--- src/rtl/fb_pkg.sv ---
// Shared constants and FSM state type for the frame-buffer line arbiter.
// The double-buffer feature is selected by defining FB_DOUBLE_BUFFER_EN.
package fb_pkg;

  localparam int unsigned FB_DATA_W         = 16;
  localparam int unsigned FB_WORDS_PER_LINE = 40;
  localparam int unsigned FB_LINES          = 480;
  localparam int unsigned FB_ADDR_W         = 16;
  localparam int unsigned FB_LINE_W         = 9;

  typedef enum logic {
    ST_IDLE  = 1'b0,
    ST_FETCH = 1'b1
  } fb_state_e;

endpackage

--- src/rtl/fb_page_ctrl.sv ---
// Display-page and swap-pending bookkeeping for double buffering.
// Only compiled when FB_DOUBLE_BUFFER_EN is defined.
`ifdef FB_DOUBLE_BUFFER_EN
module fb_page_ctrl (
  input  logic clk_i,
  input  logic reset_i,
  input  logic frame_start_i,
  input  logic wr_frame_done_i,
  output logic disp_page_o,
  output logic swap_pending_o
);

  logic disp_page_q, disp_page_d;
  logic swap_pending_q, swap_pending_d;

  // A finished frame only becomes visible at the next vertical blank.
  always_comb begin
    disp_page_d    = disp_page_q;
    swap_pending_d = swap_pending_q;
    if (frame_start_i && swap_pending_q) begin
      disp_page_d    = ~disp_page_q;
      swap_pending_d = wr_frame_done_i;
    end else if (wr_frame_done_i) begin
      swap_pending_d = 1'b1;
    end
  end

  always_ff @(posedge clk_i or posedge reset_i) begin
    if (reset_i) begin
      disp_page_q    <= 1'b0;
      swap_pending_q <= 1'b0;
    end else begin
      disp_page_q    <= disp_page_d;
      swap_pending_q <= swap_pending_d;
    end
  end

  assign disp_page_o    = disp_page_q;
  assign swap_pending_o = swap_pending_q;

endmodule
`endif

--- src/rtl/fb_line_arbiter.sv ---
// Frame-buffer memory arbiter: display line fetches pre-empt the frame writer.
// Define FB_DOUBLE_BUFFER_EN for two pages with a swap at vertical blank.
module fb_line_arbiter
  import fb_pkg::*;
#(
  parameter int unsigned DATA_W         = FB_DATA_W,
  parameter int unsigned WORDS_PER_LINE = FB_WORDS_PER_LINE,
  parameter int unsigned LINES          = FB_LINES,
  parameter int unsigned ADDR_W         = FB_ADDR_W,
  parameter int unsigned LINE_W         = FB_LINE_W
) (
  input  logic                              clk_50,
  input  logic                              reset,
  input  logic                              line_req,
  input  logic [LINE_W-1:0]                 line_idx,
  input  logic                              frame_start,
  output logic                              fetch_done,
  output logic                              lb_we,
  output logic [$clog2(WORDS_PER_LINE)-1:0] lb_addr,
  output logic [DATA_W-1:0]                 lb_data,
  input  logic                              wr_valid,
  output logic                              wr_ready,
  input  logic [ADDR_W-1:0]                 wr_addr,
  input  logic [DATA_W-1:0]                 wr_data,
  input  logic                              wr_frame_done,
  output logic [ADDR_W-1:0]                 mem_addr,
  output logic                              mem_we,
  output logic [DATA_W-1:0]                 mem_wdata,
  input  logic [DATA_W-1:0]                 mem_rdata,
  output logic                              overrun,
  output logic                              disp_page
);

  localparam int unsigned       K_W        = $clog2(WORDS_PER_LINE);
  localparam logic [ADDR_W-1:0] PAGE_WORDS = ADDR_W'(WORDS_PER_LINE * LINES);
  localparam logic [ADDR_W-1:0] LINE_WORDS = ADDR_W'(WORDS_PER_LINE);
  localparam logic [K_W-1:0]    K_LAST     = K_W'(WORDS_PER_LINE - 1);

  fb_state_e         state_q, state_d;
  logic [ADDR_W-1:0] base_q, base_d;
  logic [K_W-1:0]    k_q, k_d;
  logic              overrun_q, overrun_d;
  logic              lb_we_q, fetch_done_q;
  logic [K_W-1:0]    lb_addr_q;
  logic              swap_pending;
  logic              disp_page_w;
  logic              wr_page;

`ifdef FB_DOUBLE_BUFFER_EN
  fb_page_ctrl u_page_ctrl (
    .clk_i          (clk_50),
    .reset_i        (reset),
    .frame_start_i  (frame_start),
    .wr_frame_done_i(wr_frame_done),
    .disp_page_o    (disp_page_w),
    .swap_pending_o (swap_pending)
  );
  assign wr_page = ~disp_page_w;
`else
  // Single page: the writer updates the very page being scanned out.
  logic unused_page_inputs;
  assign unused_page_inputs = frame_start ^ wr_frame_done;
  assign disp_page_w        = 1'b0;
  assign swap_pending       = 1'b0;
  assign wr_page            = 1'b0;
`endif

  always_comb begin
    state_d   = state_q;
    base_d    = base_q;
    k_d       = k_q;
    overrun_d = overrun_q;
    wr_ready  = 1'b0;
    mem_addr  = '0;
    mem_we    = 1'b0;
    mem_wdata = '0;
    case (state_q)
      ST_IDLE: begin
        wr_ready = !line_req && !swap_pending;
        if (line_req) begin
          base_d  = (disp_page_w ? PAGE_WORDS : '0) + ADDR_W'(line_idx) * LINE_WORDS;
          k_d     = '0;
          state_d = ST_FETCH;
        end else if (wr_valid && !swap_pending) begin
          mem_addr  = (wr_page ? PAGE_WORDS : '0) + wr_addr;
          mem_we    = 1'b1;
          mem_wdata = wr_data;
        end
      end
      ST_FETCH: begin
        mem_addr = base_q + ADDR_W'(k_q);
        k_d      = k_q + 1'b1;
        if (line_req) begin
          overrun_d = 1'b1;
        end
        if (k_q == K_LAST) begin
          state_d = ST_IDLE;
        end
      end
      default: state_d = ST_IDLE;
    endcase
  end

  // Read data arrives a cycle after its address, so the line-buffer strobe trails by one.
  always_ff @(posedge clk_50 or posedge reset) begin
    if (reset) begin
      state_q      <= ST_IDLE;
      base_q       <= '0;
      k_q          <= '0;
      overrun_q    <= 1'b0;
      lb_we_q      <= 1'b0;
      lb_addr_q    <= '0;
      fetch_done_q <= 1'b0;
    end else begin
      state_q      <= state_d;
      base_q       <= base_d;
      k_q          <= k_d;
      overrun_q    <= overrun_d;
      lb_we_q      <= (state_q == ST_FETCH);
      lb_addr_q    <= k_q;
      fetch_done_q <= (state_q == ST_FETCH) && (k_q == K_LAST);
    end
  end

  assign lb_we      = lb_we_q;
  assign lb_addr    = lb_addr_q;
  assign lb_data    = mem_rdata;
  assign fetch_done = fetch_done_q;
  assign overrun    = overrun_q;
  assign disp_page  = disp_page_w;

endmodule

--- config.mk ---
export PLATFORM = sky130hd
export DESIGN_NAME = fb_line_arbiter
export DESIGN_NICKNAME = d
export VERILOG_FILES = /design/src/rtl/fb_pkg.sv /design/src/rtl/fb_page_ctrl.sv /design/src/rtl/fb_line_arbiter.sv
export SDC_FILE = /design/constraint.sdc
export NUM_CORES = 1
export LEC_CHECK = 0
export ABC_CLOCK_PERIOD_IN_PS = 2500
export CAP_MARGIN = 5
export CORE_MARGIN = 2
export CORE_UTILIZATION = 32
export CTS_BUF_LIST = sky130_fd_sc_hd__clkbuf_8
export DETAILED_ROUTE_END_ITERATION = 6
export GPL_TIMING_DRIVEN = 0
export PLACE_DENSITY = 0.7
export SETUP_SLACK_MARGIN = 0.15
export SLEW_MARGIN = 0
export SYNTH_ARGS = -nofsm -noshare
export SYNTH_HDL_FRONTEND = slang
export SYNTH_SLANG_ARGS = --single-unit
--- constraint.sdc ---
create_clock -name clk_50 -period 2.5 [get_ports clk_50]
set_clock_uncertainty 0.1 [all_clocks]
set_input_delay 0.375 -clock clk_50 [delete_from_list [all_inputs] [get_ports clk_50]]
set_output_delay 0.375 -clock clk_50 [all_outputs]
set_load 0.01 [all_outputs]
==> results.cfg <==
[timing]
timing.final.max_slew_violations = 0
hold_violations = 0
layout_min_cycle_time_ns = 2.52
timing.fmax_mhz = 397
finalSetupViolCount = 3
slew_headroom_pct = 31.2
min_period_over_period_pct = 101
worst_slew_pin_slew_ns = 1.03
rsz0062_at_grt = true
final.setup.worst_slack_ns = -0.0161

[drt]
wire_per_inst_um = 14.6
dr.pass1.iters = 4
drc_errors = 0
drtIter0Drc = 66
vias_per_cell = 5.02
wl_um = 6160
vias = 2125
antenna_left = 0

[cells_and_area]
instances_no_fill = 423
antenna_cells = 0
layout_common_cells = clkdlybuf4s50_1 (72), buf_4 (29), dfrtp_1 (25)
layout_commonest_cell = clkdlybuf4s50_1
syn_to_final_growth_pct = 68.1
final_core_util_pct = 55.9
nFillCells = 579
nNetsFinal = 430
drive_gt1_share_pct = 24.6

[place]
gp_congestion = 0.889
placedCellCount = 408
dp_slack_ns = -0.416
dp_hpwl_um = 4740
portBuffers = 103

[yosys]
syn_area_um2 = 2110
synth.distinct_cells = 43
ys.flop_type = dfrtp_1
synth_fp_nets = 311
synth-seq-area-share_pct = 33.2
synth.avg_cell_area_um2 = 9.26
async_reset_ff_share_pct = 100
synth_warnings = 0
syn_inst = 228
synth_edf_count = 0
ys_seq_elements = 28

[run]
max_cap_viol_count = 0

[pwr]
power.density_nw_per_um2 = 845
p_leak_nw = 1.73
ir_drop_uv = 632

[floorplanning]
start_util_pct = 33.3
die_w_um = 85.2
core_um2 = 6350
io_pins = 123
die_h_um = 85.2
die-area_um2 = 7270
rows = 29

[setup_path]
crit_path_start = base_q[3]
crit_slowest_cell = dfrtp_1
critPathLaunchType = register
worstPathArrival_ns = 2.04
slowest_delay_ns = 0.39
crit_fanout = 4
crit_required_ns = 2.03
regToRegStartpoint = state_q
crit_top_cell = o21ai_1
crit_chain = ha_2, inv_2, fa_2, nor2b_4, buf_4, o21ai_1, xor2_1, o21ai_1, buf_2
worstSetupEndpointType = output pin
worstSetupPathType = register to output pin
cp_top_family = adder cells
path_buf_inv = 3

[clock_network]
numCtsBuffers = 3
cts_buffer_depth = 2
root_buffer = clkbuf_8
cts_sinks = 28
cts_tree = done
clkTransAtPathRegs_ns = 0.09
h-tree-depth = 1
clock_latency_ns = 0.27

[global_route]
grt_pass1_vias = 2032
grt_overflow = 0
grt_max_degree = 29
track_usage_pct = 16.3
grt_pass1_wl_um = 9730
antenna_found_initial = 0

[hold_path]
hp-start = k_q[4]
hold_path_class = register to register

[run_status]
violations = setup timing
outcome = finished with violations
-- registers in the layout, indices dropped and copies added, names as in the netlist --
signal      cells
base_q         12
k_q             6
lb_addr         6
fetch_done      1
lb_we           1
overrun         1
state_q         1
-- through the flow --
step,setup TNS (ns),power [mW],area [um^2],hold slack (ns)
floorplan,0,1.70,2110,0.301
global placement,-6.21,2.50,3240,0.342
detailed placement,-6.78,2.54,3240,0.344
CTS,-0.00297,2.96,3480,0.364
global route,-0.411,3.22,3550,0.373
finish,-0.0412,3.00,3550,0.363
-- final timing paths --
kind | end | slack, ns | cells past startpoint
max | mem_addr[7] | -0.02 | 9
min | lb_addr[4] | 0.36 | 0
max reg2reg | base_q[11] | 0.89 | 6
min reg2reg | lb_addr[4] | 0.36 | 0
max in group asynchronous | k_q[5] | 1.07 | 2
min in group asynchronous | state_q | 0.55 | 2
-- cells by family after synthesis --
logic type                 count (synthesis)  synth area share, %
xor gates and xnor gates                  13                 5.39
adders and majority gates                 20                 12.6
and+or+nand+nor                           72                 18.5
muxes                                      6                 3.14
AOI/OAI and AO/OA                         55                 17.7
DFF                                       28                 33.2
other                                      1                0.178
buffers and inverters                     33                 9.42
-- synthesized netlist by cell type (2+ instances only) --
cell type | count | area share [%]
o31ai_1 | 4 | 1.4
a211o_1 | 2 | 0.83
and2_1 | 2 | 0.59
dfrtp_1 | 28 | 33
o21ai_0 | 20 | 4.7
o2111ai_1 | 2 | 0.83
xnor2_1 | 7 | 2.9
buf_4 | 18 | 6.4
and3_1 | 18 | 5.3
xor2_1 | 6 | 2.5
nand4_1 | 4 | 1.2
clkbuf_1 | 4 | 0.71
o21a_1 | 2 | 0.71
nand3_1 | 7 | 1.7
nor4_1 | 2 | 0.59
a21o_1 | 3 | 1.1
a22o_1 | 5 | 2.1
nand2_1 | 23 | 4.1
o211ai_1 | 2 | 0.71
o21bai_1 | 2 | 0.71
a211oi_1 | 4 | 1.4
inv_1 | 5 | 0.89
fa_1 | 2 | 1.9
nor3b_1 | 3 | 1.1
mux2_2 | 5 | 2.7
ha_1 | 18 | 11
buf_2 | 6 | 1.4
nor2_1 | 5 | 0.89
a21oi_1 | 5 | 1.2
-- routing by layer --
layer  track usage (%)  share of wire (%)  up-vias  routed length [um]
met2              27.8                 48       79                2990
met5                 0                  0        -                   0
met4              2.89               0.78        0                  48
met1              21.7                 44      993                2700
li1                  -                  -     1047                   -
met3              3.02                6.9        6                 424
-- where the power goes --
| group | internal, mW | switching [mW] |
|---|---|---|
| combinational | 1.01 | 0.826 |
| sequential | 0.659 | 0.235 |
| clock | 0.141 | 0.131 |
-- repair_timing --
item	4_1_cts	5_1_grt
endpoints found under the setup margin	34	27
hold endpoints to repair	0	0
hold buffers	0	0
gates resized for setup	80	33
setup buffers	9	2
pin swaps	8	8
-- area by class of cell --
type	count	area (um^2)	share of cell area [%]
plain buffers	28	204	5.75
multi-input cells	167	1390	39.1
well taps	77	96.3	2.71
repair buffers	114	1080	30.6
clock buffers	4	55.1	1.55
flip-flops and latches	28	704	19.8
inverters	5	18.8	0.529
Power figures use the tool's default switching activity.
